## config.mk

```make
export PLATFORM = sky130hd
export DESIGN_NAME = shift_register_universal
export DESIGN_NICKNAME = d
export VERILOG_FILES = /design/src/rtl/shift_register_universal.sv
export SDC_FILE = /design/constraint.sdc
export NUM_CORES = 1
export LEC_CHECK = 0
export CORE_MARGIN = 2
export CORE_UTILIZATION = 40
export DETAILED_ROUTE_END_ITERATION = 12
export PLACE_DENSITY = 0.72
export SLEW_MARGIN = 10
export SYNTH_ARGS = -nofsm -noshare
export SYNTH_HDL_FRONTEND = slang
export SYNTH_SLANG_ARGS = --single-unit
```

## constraint.sdc

```tcl
create_clock -name clk -period 1.1 [get_ports clk]
set_input_delay 0.11 -clock clk [delete_from_list [all_inputs] [get_ports clk]]
set_output_delay 0.11 -clock clk [all_outputs]
set_load 0.005 [all_outputs]
```

## src/rtl/shift_register_universal.sv

```systemverilog
`default_nettype none
// ============================================================================
//  Module      : shift_register_universal
//  Description : Parametrised universal shift register with hold, shift
//                right, shift left and parallel load. Provides a registered
//                serial output, a same-direction bit counter and a one-cycle
//                word-complete strobe. Used as the serial/parallel conversion
//                stage in front of the serial link and UART datapaths.
//  Revision    : 1.0  - initial release (successor to fixed 4-bit SIPO)
// ============================================================================
module shift_register_universal #(
    parameter int WIDTH = 8,   // register width in bits, >= 1
    parameter int CNT_W = 4    // counter width, 2**CNT_W must exceed WIDTH
) (
    input  logic             clk,
    input  logic             reset,      // asynchronous, active-low
    input  logic             en,
    input  logic             clr,
    input  logic [1:0]       mode,
    input  logic             d_in,
    input  logic [WIDTH-1:0] p_in,
    output logic [WIDTH-1:0] q,
    output logic             s_out,
    output logic [CNT_W-1:0] bit_cnt,
    output logic             word_valid
);

    // ------------------------------------------------------------------------
    // Encodings
    // ------------------------------------------------------------------------
    localparam logic [1:0] MODE_HOLD = 2'b00;
    localparam logic [1:0] MODE_SHR  = 2'b01;
    localparam logic [1:0] MODE_SHL  = 2'b10;
    localparam logic [1:0] MODE_LOAD = 2'b11;

    // Direction FSM: remembers which way the previous shift went so that a
    // run of same-direction shifts can be counted into whole words.
    localparam logic [1:0] ST_IDLE = 2'd0;
    localparam logic [1:0] ST_SHR  = 2'd1;
    localparam logic [1:0] ST_SHL  = 2'd2;

    // Number of shifts that make up one complete word.
    localparam logic [CNT_W-1:0] C_WORD_LEN = CNT_W'(WIDTH);
    localparam logic [CNT_W-1:0] C_CNT_ONE  = CNT_W'(1);

    // ------------------------------------------------------------------------
    // State registers and next-state values
    // ------------------------------------------------------------------------
    logic [WIDTH-1:0] data_q,  data_d;
    logic             sout_q,  sout_d;
    logic [CNT_W-1:0] cnt_q,   cnt_d;
    logic             wv_q,    wv_d;
    logic [1:0]       state_q, state_d;

    // ------------------------------------------------------------------------
    // Shifted data and the bit that falls off each end
    // ------------------------------------------------------------------------
    logic [WIDTH-1:0] w_shr_data;
    logic [WIDTH-1:0] w_shl_data;
    logic             w_shr_out;
    logic             w_shl_out;

    generate
        if (WIDTH == 1) begin : g_narrow
            // A one-bit register simply takes the serial input either way.
            assign w_shr_data = d_in;
            assign w_shl_data = d_in;
            assign w_shr_out  = data_q[0];
            assign w_shl_out  = data_q[0];
        end else begin : g_wide
            // Right shift: serial data enters at the MSB, LSB leaves.
            assign w_shr_data = {d_in, data_q[WIDTH-1:1]};
            // Left shift: serial data enters at the LSB, MSB leaves.
            assign w_shl_data = {data_q[WIDTH-2:0], d_in};
            assign w_shr_out  = data_q[0];
            assign w_shl_out  = data_q[WIDTH-1];
        end
    endgenerate

    // ------------------------------------------------------------------------
    // Word counting for the shift requested this cycle
    // ------------------------------------------------------------------------
    logic [1:0]       w_shift_dir;
    logic [CNT_W-1:0] w_run_len;
    logic             w_word_done;

    // Length of the current same-direction run including this shift; a new
    // direction (or coming from IDLE) restarts the run at one.
    always_comb begin
        w_shift_dir = (mode == MODE_SHR) ? ST_SHR : ST_SHL;
        if (state_q == w_shift_dir) begin
            w_run_len = cnt_q + C_CNT_ONE;
        end else begin
            w_run_len = C_CNT_ONE;
        end
        w_word_done = (w_run_len == C_WORD_LEN);
    end

    // ------------------------------------------------------------------------
    // Next-state selection: clear beats enable, enable beats mode
    // ------------------------------------------------------------------------
    // Compute the value every register takes on the next rising edge.
    always_comb begin
        data_d  = data_q;
        sout_d  = sout_q;
        cnt_d   = cnt_q;
        state_d = state_q;
        wv_d    = 1'b0;

        if (clr) begin
            data_d  = '0;
            sout_d  = 1'b0;
            cnt_d   = '0;
            state_d = ST_IDLE;
        end else if (en) begin
            case (mode)
                MODE_HOLD: begin
                    // Everything holds; the strobe drops.
                end
                MODE_LOAD: begin
                    // A load starts a fresh word; s_out keeps its last value.
                    data_d  = p_in;
                    cnt_d   = '0;
                    state_d = ST_IDLE;
                end
                MODE_SHR, MODE_SHL: begin
                    if (mode == MODE_SHR) begin
                        data_d = w_shr_data;
                        sout_d = w_shr_out;
                    end else begin
                        data_d = w_shl_data;
                        sout_d = w_shl_out;
                    end
                    state_d = w_shift_dir;
                    if (w_word_done) begin
                        // Word boundary: counter wraps so the next shift in
                        // the same direction begins the next word at one.
                        cnt_d = '0;
                        wv_d  = 1'b1;
                    end else begin
                        cnt_d = w_run_len;
                    end
                end
                default: begin
                end
            endcase
        end
    end

    // ------------------------------------------------------------------------
    // Registers
    // ------------------------------------------------------------------------
    // All state updates on the rising edge; reset abandons any word in flight.
    always_ff @(posedge clk or negedge reset) begin
        if (!reset) begin
            data_q  <= '0;
            sout_q  <= 1'b0;
            cnt_q   <= '0;
            wv_q    <= 1'b0;
            state_q <= ST_IDLE;
        end else begin
            data_q  <= data_d;
            sout_q  <= sout_d;
            cnt_q   <= cnt_d;
            wv_q    <= wv_d;
            state_q <= state_d;
        end
    end

    // ------------------------------------------------------------------------
    // Outputs come straight from registers
    // ------------------------------------------------------------------------
    assign q          = data_q;
    assign s_out      = sout_q;
    assign bit_cnt    = cnt_q;
    assign word_valid = wv_q;

endmodule
`default_nettype wire

```

==> results.yml, run 1 <==
setup_path:
  slowest_stage: "dfrtp_1"
  crit_path_end_kind: "register"
  start_kind: "register"
  cpLargestDelayFamily: "flip-flops"
  cp.arrival_ns: 1.52
  path_class: "register to register"
  path_cells: "or3b_4, a221oi_2, a21o_1"
  cp.required_ns: 1.34
  path_depth: 3
  reg2reg_depth: 3
  critPathMaxStageDelay_ns: 0.43
  path_max_fanout: 5
  cp_num_buf_inv: 0
yosys:
  yosysSeqAreaShare_pct: 41.0
  syn_nets: 100
  synth_cell_types: 27
  synth_edf_count: 0
  async_flop_share_pct: 100
  synthCells: 80
  ys_ff_latch: 16
  yosysWarnings: 0
  synth_area_per_cell_um2: 12.2
  synthFlopType: "dfrtp_1"
  mappedNetlistArea_um2: 976
clock_network:
  cts_tree: "yes"
  path_clk_slew_ns: 0.10
  h-tree-depth: 1
  clock_latency_ns: 0.29
  cts_sinks: 16
  clk_path_buf_depth: 2
  clockRootBuffer: "clkbuf_4"
  cts_buffers: 3
layout:
  drive_gt1_share_pct: 47.8
  utilization_pct: 74.6
  nets: 157
  final_cell_mix: "buf_4, dfrtp_1, clkdlybuf4s50_1"
  area_growth_pct: 72.3
  final_common_cell: "buf_4"
  antenna-diode-count: 0
status:
  violations: "negative setup slack"
  status: "complete, but fails checks"
route:
  drt_iter0_markers: 11
  dr.pass1.iters: 4
  num_vias: 888
  drt.antenna.violating_nets: 0
  avgViaCountPerCell: 5.41
  drc: 0
  routedWlPerCell_um: 16.9
  routed_wl_um: 2770
sta:
  setup_slack_ns: -0.176
  holdWs_ns: 0.137
  finClkSkew_ns: 0.000975
  fin_crit_ns: 1.28
  tightestPinTransition_ns: 0.220
  rsz0062_at_grt: "true"
  fin_crit_sh_pct: 116
  setup_violations: 12
  slew_violations: 0
  max_freq_mhz: 784
  finalHoldViolCount: 0
  relSlewSlack_pct: 85.2
floorplanning:
  initial_core_util_pct: 43.3
  rows: 17
  dieArea_mm2: 0.00285
  die_h_um: 53.4
  ios: 29
  die_w_um: 53.4
  core-area_mm2: 0.00225
grt:
  grt_max_degree: 17
  grtUsageTotal_pct: 20.9
  grt-ovfl-total: 0
  grt_antenna_before_repair: 0
  grt_pass1_vias: 930
  grt_first_pass_wirelength_um: 4210
hold_path:
  hold_path_class: "input pin to async pin"
pwr:
  power_density_mw_per_mm2: 890
  ir_drop_mv: 0.541
  p_leak_nw: 0.779
placement:
  pre_cts_ws_ns: -0.774
  dpl.hpwl_um: 1750
  port_buffers: 28
  gp_congestion: 0.789
flow_run:
  max_cap_viol_count: 0
-- state kept, by name, summed over array words and instances, names as in the netlist --
register    count
word_valid      1
s_out           1
bit_cnt         4
state_q         2
q               8
-- layout make-up --
class                   count  area [um2]
multi-input cells          58         677
fillers                   164         573
repair buffers             55         519
flip-flops and latches     16         400
clock buffers               4        36.3
well taps                  28        35.0
inverters                   3        13.8
-- timing repair --
| action | CTS | global route |
|---|---|---|
| pin swaps | 10 | 4 |
| buffers inserted | 13 | 1 |
| endpoints found under the setup margin | 30 | 25 |
| hold buffers | 0 | 0 |
| resized for setup | 53 | 17 |
-- per-stage QoR --
stage / area [um2] / total power [mW] / setup TNS, ns / std cells
2_1_floorplan: 1020 / 0.820 / -0.395 / 80
3_3_place_gp: 1430 / 1.00 / -10.12 / 149
3_5_place_dp: 1430 / 1.02 / -11.00 / 149
4_1_cts: 1660 / 1.49 / -0.879 / 165
5_1_grt: 1680 / 1.59 / -1.42 / 164
6_report: 1680 / 1.50 / -0.786 / 164
-- cell usage after synthesis (2+ instances only) --
cell	number	area share, %
nor2b_1	3	1.9
ha_1	5	6.4
nand3b_1	2	1.5
o2bb2ai_1	8	7.2
mux2_1	10	12
dfrtp_1	16	41
a21o_1	2	1.5
buf_2	2	1.0
nand2b_1	3	1.9
mux2i_1	9	9.2
a21oi_2	2	1.8
inv_1	3	1.2
-- worst paths after layout --
| path | from | to | slack [ns] |
|---|---|---|---|
| worst max-delay path | state_q[0] | bit_cnt[2] | -0.18 |
| worst min-delay path | reset | state_q[0] | 0.14 |
| worst max register to register | state_q[0] | bit_cnt[2] | -0.18 |
| worst min register to register | q[3] | q[3] | 0.58 |
| max in group asynchronous | reset | q[3] | 0.78 |
| min in group clk | mode[0] | state_q[1] | 0.43 |
-- power breakdown --
group          switching (mW)  internal, mW  leakage (nW)
logic                   0.183         0.270         0.539
clock network           0.202         0.202        0.0210
registers              0.0239         0.616         0.219
-- per-layer routing --
layer | GRT usage, % | part of all wire, % | vias to the layer above
met5 | 0 | 0 | -
met4 | 8.55 | 1.7 | 0
met3 | 1.98 | 3.1 | 6
met2 | 35.8 | 50 | 28
met1 | 26.4 | 45 | 438
li1 | - | - | 416
-- kinds of logic (layout without fill, tap and decap cells) --
group	Yosys count	in the layout	synth area share (%)
multiplexers	19	19	20.8
AO/OA/AOI/OAI	17	17	15.6
flip-flops	16	16	41.0
AND/OR/NAND/NOR	16	16	11.9
buffers and inverters	6	62	3.33
adder cells (fa/ha/maj)	5	5	6.41
XOR/XNOR	1	1	0.898
-- worst register-to-register path: cells and delay by family, from the launching register on --
| family | cells | cell delay (ns) |
|---|---|---|
| flip-flops | 1 | 0.43 |
| AND/OR/NAND/NOR | 1 | 0.43 |
| AO/OA/AOI/OAI | 2 | 0.36 |
Note: power is estimated with default switching activity, not from simulation.
==> run 2, diff against run 1 <==
CTS_CLUSTER_DIAMETER = 150   (was not set)
HOLD_SLACK_MARGIN = 0.1   (was not set)
==> results of run 2 <==
Final layout, timing and power as in run 1 (identical DEF).
==> run 3, diff against run 2 <==
CAP_MARGIN = 20   (was not set)
==> results of run 3 <==
Final layout, timing and power as in run 1 (identical DEF).
